## config.mk

```make
export PLATFORM = sky130hd
export DESIGN_NAME = peripheral_mpram_bridge
export DESIGN_NICKNAME = d
export VERILOG_FILES = /design/src/rtl/peripheral_mpram_pkg.sv /design/src/rtl/peripheral_mpram_bridge.sv
export SDC_FILE = /design/constraint.sdc
export NUM_CORES = 1
export LEC_CHECK = 0
export CAP_MARGIN = 10
export CORE_ASPECT_RATIO = 1.5
export CORE_UTILIZATION = 39
export DETAILED_ROUTE_END_ITERATION = 8
export PLACE_DENSITY = 0.78
export RECOVER_POWER = 100
export SLEW_MARGIN = 10
export SYNTH_ARGS = -nofsm -noshare
export SYNTH_HDL_FRONTEND = slang
export SYNTH_SLANG_ARGS = --single-unit
```

## constraint.sdc

```tcl
create_clock -name ram_clk -period 2.15 [get_ports ram_clk]
set_input_delay 0.3225 -clock ram_clk [delete_from_list [all_inputs] [get_ports ram_clk]]
set_output_delay 0.3225 -clock ram_clk [all_outputs]
set_load 0.1 [all_outputs]
```

## src/rtl/peripheral_mpram_pkg.sv

```systemverilog
// peripheral_mpram_pkg: shared state encoding and RAM write-enable constants
package peripheral_mpram_pkg;
  typedef enum logic [1:0] {IDLE, ACCESS, CAPTURE} state_t;
  localparam logic [1:0] WEN_NONE = 2'b11;
  localparam logic [1:0] WEN_WORD = 2'b00;
  localparam logic [1:0] WEN_HIGH = 2'b01;
  localparam logic [1:0] WEN_LOW  = 2'b10;
endpackage

```

## src/rtl/peripheral_mpram_bridge.sv

```systemverilog
// peripheral_mpram_bridge: 3-cycle bus-to-synchronous-RAM bridge with range/byte-enable checking
module peripheral_mpram_bridge
  import peripheral_mpram_pkg::*;
#(
  parameter int ADDR_MSB = 6,
  parameter int MEM_SIZE = 256
) (
  input  logic                ram_clk,
  input  logic                ram_rst_n,
  input  logic                bus_req,
  input  logic                bus_we,
  input  logic [1:0]          bus_be,
  input  logic [ADDR_MSB+1:0] bus_addr,
  input  logic [15:0]         bus_wdata,
  output logic                bus_ready,
  output logic                bus_rvalid,
  output logic                bus_err,
  output logic [15:0]         bus_rdata,
  output logic [ADDR_MSB:0]   ram_addr,
  output logic                ram_cen,
  output logic [1:0]          ram_wen,
  output logic [15:0]         ram_din,
  input  logic [15:0]         ram_dout
);
  localparam int unsigned WORDS = MEM_SIZE / 2;
  state_t              state_q, state_d;
  logic [ADDR_MSB:0]   addr_q, addr_d;
  logic [15:0]         din_q, din_d, rdata_q, rdata_d;
  logic [1:0]          wen_q, wen_d;
  logic                cen_q, cen_d, rvalid_q, rvalid_d, err_q, err_d, we_q, we_d;
  logic [ADDR_MSB:0]   word;
  logic                accept, legal, go, unused_ok;
  assign word      = bus_addr[ADDR_MSB+1:1];
  assign unused_ok = bus_addr[0];
  assign accept    = state_q == IDLE && bus_req;
  assign legal     = 32'(word) < WORDS && !(bus_we && bus_be == 2'b00);
  assign go        = accept && legal;
  always_comb begin
    state_d  = go ? ACCESS : state_q == ACCESS ? CAPTURE : IDLE;
    cen_d    = !go;
    wen_d    = go && bus_we ? ~bus_be : WEN_NONE;
    addr_d   = go ? word : addr_q;
    din_d    = go ? bus_wdata : din_q;
    we_d     = go ? bus_we : we_q;
    rvalid_d = (accept && !legal) || state_q == CAPTURE;
    err_d    = accept && !legal;
    rdata_d  = state_q == CAPTURE && !we_q ? ram_dout : rdata_q;
  end
  always_ff @(posedge ram_clk or negedge ram_rst_n) begin
    if (!ram_rst_n) begin
      state_q  <= IDLE;
      cen_q    <= 1'b1;
      wen_q    <= WEN_NONE;
      addr_q   <= '0;
      din_q    <= '0;
      we_q     <= 1'b0;
      rvalid_q <= 1'b0;
      err_q    <= 1'b0;
      rdata_q  <= '0;
    end else begin
      state_q  <= state_d;
      cen_q    <= cen_d;
      wen_q    <= wen_d;
      addr_q   <= addr_d;
      din_q    <= din_d;
      we_q     <= we_d;
      rvalid_q <= rvalid_d;
      err_q    <= err_d;
      rdata_q  <= rdata_d;
    end
  end
  assign bus_ready  = state_q == IDLE;
  assign bus_rvalid = rvalid_q;
  assign bus_err    = err_q;
  assign bus_rdata  = rdata_q;
  assign ram_addr   = addr_q;
  assign ram_cen    = cen_q;
  assign ram_wen    = wen_q;
  assign ram_din    = din_q;
endmodule

```

==> results of run 1 <==
## metrics by stage
| stage | utilization (%) | cell area [sq um] | cells |
|---|---|---|---|
| floorplan | - | 1810 | 102 |
| global placement | 58.9 | 2630 | 238 |
| detailed placement | 58.9 | 2630 | 238 |
| CTS | 61.1 | 2730 | 246 |
| global route | 56.6 | 2530 | 246 |
| finish | 56.6 | 2530 | 246 |
## layout make-up
type	count	share of cell area [%]
inverters	1	0.247
repair buffers	91	26.2
multi-input cells	51	20.6
well taps	48	2.37
clock buffers	8	3.96
flip-flops and latches	47	46.6
## path summary, 6_finish.rpt
check,startpoint,end,slack (ns),cells after the start
min reg2reg,ram_addr[3],ram_addr[3],0.49,1
max reg2reg,state_q[0],ram_din[1],0.62,4
max in group asynchronous,ram_rst_n,ram_din[2],1.03,2
min,ram_rst_n,ram_din[0],0.1,1
max,bus_rdata[2],bus_rdata[2],0.32,1
min in group ram_clk,ram_addr[3],ram_addr[3],0.49,1
## cell families (layout without fill, tap and decap cells)
family,after synthesis,after routing
DFF,47,47
and+or+nand+nor,10,10
buffers and inverters,4,100
AOI/OAI and AO/OA,1,1
muxes,40,40
## flip-flops by register name (all words and copies together) (netlist names)
register,flops
bus_rvalid,1
ram_cen,1
ram_din,16
ram_addr,7
bus_rdata,16
we_q,1
bus_err,1
state_q,2
ram_wen,2
## per-layer routing
metal  part of all wire [%]  global-route usage, %
met1                     38                   18.7
met2                     52                   26.4
met3                    6.9                   4.73
met4                    2.8                   7.76
met5                      0                      0
## cell usage in the layout, fill, tap and decap left out
cell type / synthesis / routed
a21oi_1: 1 / 1
nor2_1: 2 / 1
dfrtp_1: 44 / 44
clkbuf_1: 0 / 10
dlygate4sd3_1: 0 / 1
buf_2: 1 / 1
mux2_1: 0 / 17
nor2b_1: 1 / 1
clkbuf_2: 0 / 37
dfstp_2: 3 / 3
nor3b_1: 1 / 2
nand3_1: 2 / 3
and3_1: 1 / 1
nor2_4: 0 / 1
clkbuf_8: 0 / 7
inv_4: 1 / 1
or3b_1: 1 / 1
mux2_2: 23 / 23
clkdlybuf4s50_1: 0 / 42
buf_4: 0 / 1
==> flow_metrics.env, run 1 <==
export IMPL_status="complete, but fails checks"
export IMPL_failed_checks="DRC"
export IMPL_syn_area_per_cell_sq_um=17.7
export IMPL_drt_iter0_drc=22
export IMPL_grt_pass1_vias=1273
export IMPL_synthMostInstantiatedCell="dfrtp_1"
export IMPL_vias=1171
export IMPL_cts_resized=0
export IMPL_multi_input_area_sq_um=522
export IMPL_drt_first_pass_iters=6
export IMPL_slew_viol_final=0
export IMPL_path_max_fanout=2
export IMPL_regArea_sq_um=1180
export IMPL_ys_async_sr_fraction_pct=100
export IMPL_period_share_pct=85.0
export IMPL_place_hpwl_microns=2750
export IMPL_drive_gt1_share_pct=37.4
export IMPL_max_freq_mhz=547
export IMPL_crit_type="reg -> out"
export IMPL_num_fill_cells=412
export IMPL_yosys_area_share_adder_pct=0
export IMPL_ys_ff_latch=47
export IMPL_critical_path_top_delay_family="buffers and inverters"
export IMPL_vias_per_cell=4.76
export IMPL_crit_slowest_cell="clkbuf_1"
export IMPL_final_setup_viol_count=0
export IMPL_port_buffers=89
export IMPL_cts_tree="yes"
export IMPL_die_width_microns=57.6
export IMPL_post_drt_wl_per_cell_microns=14.8
export IMPL_cts_root_buf="clkbuf_8"
export IMPL_synth_area_sq_um=1810
export IMPL_crit_path_end_kind="output pin"
export IMPL_hold_viol=0
export IMPL_fin_setup_tns_ns=0
export IMPL_slowest_delay_ns=0.86
export IMPL_crit_buf_inv=1
export IMPL_synth_simple_area_share_pct=3.81
export IMPL_clk_pin_slew_ns=0.08
export IMPL_numCtsBuffers=5
export IMPL_cts_path_max_buffers=2
export IMPL_grt_use_total_pct=16.0
export IMPL_arrival_ns=1.51
export IMPL_crit_path_start_kind="flop"
export IMPL_synth_top_family_by_area="multiplexers"
export IMPL_yosysTopAreaCell="dfrtp_1"
export IMPL_yosys_top_cells_count="dfrtp_1 (44), mux2_2 (23), mux2_4 (17)"
export IMPL_clkLatencyLatePin_ns=0.29
export IMPL_die_h_microns=85.3
export IMPL_layout_nets=243
export IMPL_antenna_found_initial=0
export IMPL_ctsHoldBuffers=0
export IMPL_synthTopCellsByArea="dfrtp_1 (61%), mux2_2 (14%), mux2_4 (14%), dfstp_2 (4.4%), buf_8 (0.83%)"
export IMPL_rsz0062_at_grt="false"
export IMPL_crit_chain="clkbuf_1"
export IMPL_synth_top_flop_cell="dfrtp_1"
export IMPL_max_cap_violations=0
export IMPL_fin_worst_skew_ns=0.00557
export IMPL_start_util_pct=40.4
export IMPL_pre_cts_slack_ns=0.152
export IMPL_antenna_cells=0
export IMPL_cts_sinks=47
export IMPL_synth_xor_area_share_pct=0
export IMPL_io_pins=91
export IMPL_area_growth_pct=40.1
export IMPL_crit_required_ns=1.83
export IMPL_layout_setup_ws_ns=0.322
export IMPL_h_tree_depth=2
export IMPL_netlist_instances=102
export IMPL_ys_warn_count=0
export IMPL_yosys_area_top_type_share_pct=61.0
export IMPL_ys_seq_area_share_pct=65.3
export IMPL_drc=5
export IMPL_grt_overflow_total=0
export IMPL_hold_path_class="in -> async"
export IMPL_layout_min_cycle_time_ns=1.83
export IMPL_synth_mux_area_fraction_pct=28.5
export IMPL_synth_compound_area_share_pct=0.277
export IMPL_holdWs_ns=0.0974
export IMPL_maxSlewHeadroom_pct=21.9
export IMPL_synth_edf_count=0
export IMPL_postRouteAntennaNets=0
export IMPL_wl_microns=3630
export IMPL_tightest_slew_ns=1.18
export IMPL_grt_max_degree=37
export IMPL_routabilityCongestion=0.784
export IMPL_postCtsSetupBuffers=0
export IMPL_grt_pass1_wl_microns=5900
export IMPL_ys_types=17
export IMPL_num_rows=30
export IMPL_die_area_sq_um=4910
export IMPL_coreArea_sq_um=4470
export IMPL_synthesis_nets=148
Power of run 1 is left out: the tool's default activity adds up to more than one toggle a clock period on the data nets, which glitch-free logic cannot reach.
==> run 2, diff against run 1 <==
CORE_MARGIN = 2   (was default)
==> run 2 against run 1 <==
Compared with the run above:
- largest cell class unchanged
- register-to-register slack worse by 0.21 ns
- cell area up 0.69%
- worst setup slack better by 0.0026 ns
- critical path depth unchanged
- sequential share of layout area down 0.32 points
- utilization down 0.083 points
- first-iteration DRC count down 45%
- non-clock buffer count up 3
- clock skew down 0.0013 ns
- the flow now finishes without violations
- highest routed layer unchanged
==> flow_metrics.env, run 2 (synthesis gave the netlist of run 1 again) <==
export IMPL_status="finished, final reports clean"
export IMPL_maxSlewHeadroom_pct=21.7
export IMPL_rsz0062_at_grt="false"
export IMPL_layout_min_cycle_time_ns=1.82
export IMPL_die_width_microns=59.6
export IMPL_place_hpwl_microns=2950
export IMPL_worst_path_stages=1
export IMPL_cts_sinks=47
export IMPL_grt_max_degree=29
export IMPL_drt_first_pass_iters=4
export IMPL_path_max_fanout=2
export IMPL_crit_slowest_cell="clkbuf_1"
export IMPL_vias=1205
export IMPL_ctsHoldBuffers=1
export IMPL_final_cell_mix="dfrtp_1 (44), clkdlybuf4s50_1 (42), clkbuf_2 (37), mux2_2 (23), mux2_1 (17)"
export IMPL_antenna_found_initial=0
export IMPL_fin_setup_tns_ns=0
export IMPL_slowest_delay_ns=0.86
export IMPL_grt_overflow_total=0
export IMPL_slew_viol_final=0
export IMPL_max_freq_mhz=548
export IMPL_reg2reg_slack_ns=0.41
export IMPL_r2r_end="bus_rdata[10]"
export IMPL_period_share_pct=84.9
export IMPL_critical_path_top_delay_family="buffers and inverters"
export IMPL_clk_pin_slew_ns=0.08
export IMPL_cts_tree="yes"
export IMPL_postCtsSetupBuffers=0
export IMPL_crit_path_end_kind="output pin"
export IMPL_final_setup_viol_count=0
export IMPL_h_tree_depth=2
export IMPL_hold_path_class="reg -> reg"
export IMPL_drt_iter0_drc=12
export IMPL_grt_pass1_vias=1298
export IMPL_io_pins=91
export IMPL_fin_worst_skew_ns=0.00423
export IMPL_routabilityCongestion=0.782
export IMPL_cts_root_buf="clkbuf_8"
export IMPL_layout_nets=246
export IMPL_cp_startpoint="bus_rdata[6]"
export IMPL_die_area_sq_um=5200
export IMPL_num_rows=30
export IMPL_post_drt_wl_per_cell_microns=15.3
export IMPL_grt_pass1_wl_microns=6160
export IMPL_cts_path_max_buffers=2
export IMPL_vias_per_cell=4.84
export IMPL_wl_microns=3800
export IMPL_die_h_microns=87.3
export IMPL_grt_use_total_pct=16.2
export IMPL_postRouteAntennaNets=0
export IMPL_num_fill_cells=418
export IMPL_crit_path_start_kind="flop"
export IMPL_reg2reg_depth=3
export IMPL_drc=0
export IMPL_r2r_start="state_q[0]"
export IMPL_max_cap_violations=0
export IMPL_antenna_cells=0
export IMPL_crit_required_ns=1.83
export IMPL_timing_critical_path_to="bus_rdata[6]"
export IMPL_area_growth_pct=41.1
export IMPL_port_buffers=89
export IMPL_final_common_cell="dfrtp_1"
export IMPL_clkLatencyLatePin_ns=0.29
export IMPL_drive_gt1_share_pct=36.8
export IMPL_coreArea_sq_um=4500
export IMPL_tightest_slew_ns=1.18
export IMPL_start_util_pct=40.1
export IMPL_hold_viol=0
export IMPL_crit_type="reg -> out"
export IMPL_cts_resized=0
export IMPL_arrival_ns=1.50
export IMPL_crit_chain="clkbuf_1"
export IMPL_numCtsBuffers=5
export IMPL_crit_buf_inv=1
==> run 2: routing by layer <==
layer	routed length (microns)	GRT usage, %	vias up	part of all wire [%]
met3	275	4.90	6	7.2
met5	0	0	-	0
met4	81	6.87	0	2.1
met1	1430	17.9	585	38
li1	-	-	556	-
met2	2010	28.2	58	53
==> run 2: how the worst min path moves through the flow <==
stage,startpoint,end,slack [ns],depth (start not counted)
after floorplan,ram_rst_n,bus_err,0.03,0
after global placement,ram_rst_n,bus_rdata[1],0.27,1
after detailed placement,ram_rst_n,bus_rdata[3],0.29,1
after CTS,ram_rst_n,bus_rdata[4],0.51,2
after global routing,ram_din[4],ram_din[4],0.51,1
final,ram_din[4],ram_din[4],0.49,1
==> run 2: final cells by class <==
| type | instances | area [sq um] | area share, % |
|---|---|---|---|
| well taps | 48 | 60.1 | 2.36 |
| clock inverters | 1 | 7.51 | 0.295 |
| clock buffers | 7 | 96.3 | 3.78 |
| flip-flops and latches | 47 | 1180 | 46.3 |
| multi-input cells | 51 | 522 | 20.5 |
| inverters | 1 | 6.26 | 0.246 |
| repair buffers | 94 | 676 | 26.5 |
==> run 2: metrics by stage <==
stage / instance area [sq um] / hold WS [ns] / std cells / util, % / worst slack (ns)
after global placement: 2650 / 0.273 / 240 / 58.7 / 0.242
final: 2550 / 0.494 / 249 / 56.6 / 0.325
after global routing: 2550 / 0.514 / 249 / 56.6 / 0.278
after detailed placement: 2650 / 0.294 / 240 / 58.7 / 0.201
after CTS: 2760 / 0.507 / 249 / 61.3 / 0.517
after floorplan: 1810 / 0.0269 / 102 / - / 0.252
Power of run 2 is left out for the same reason.
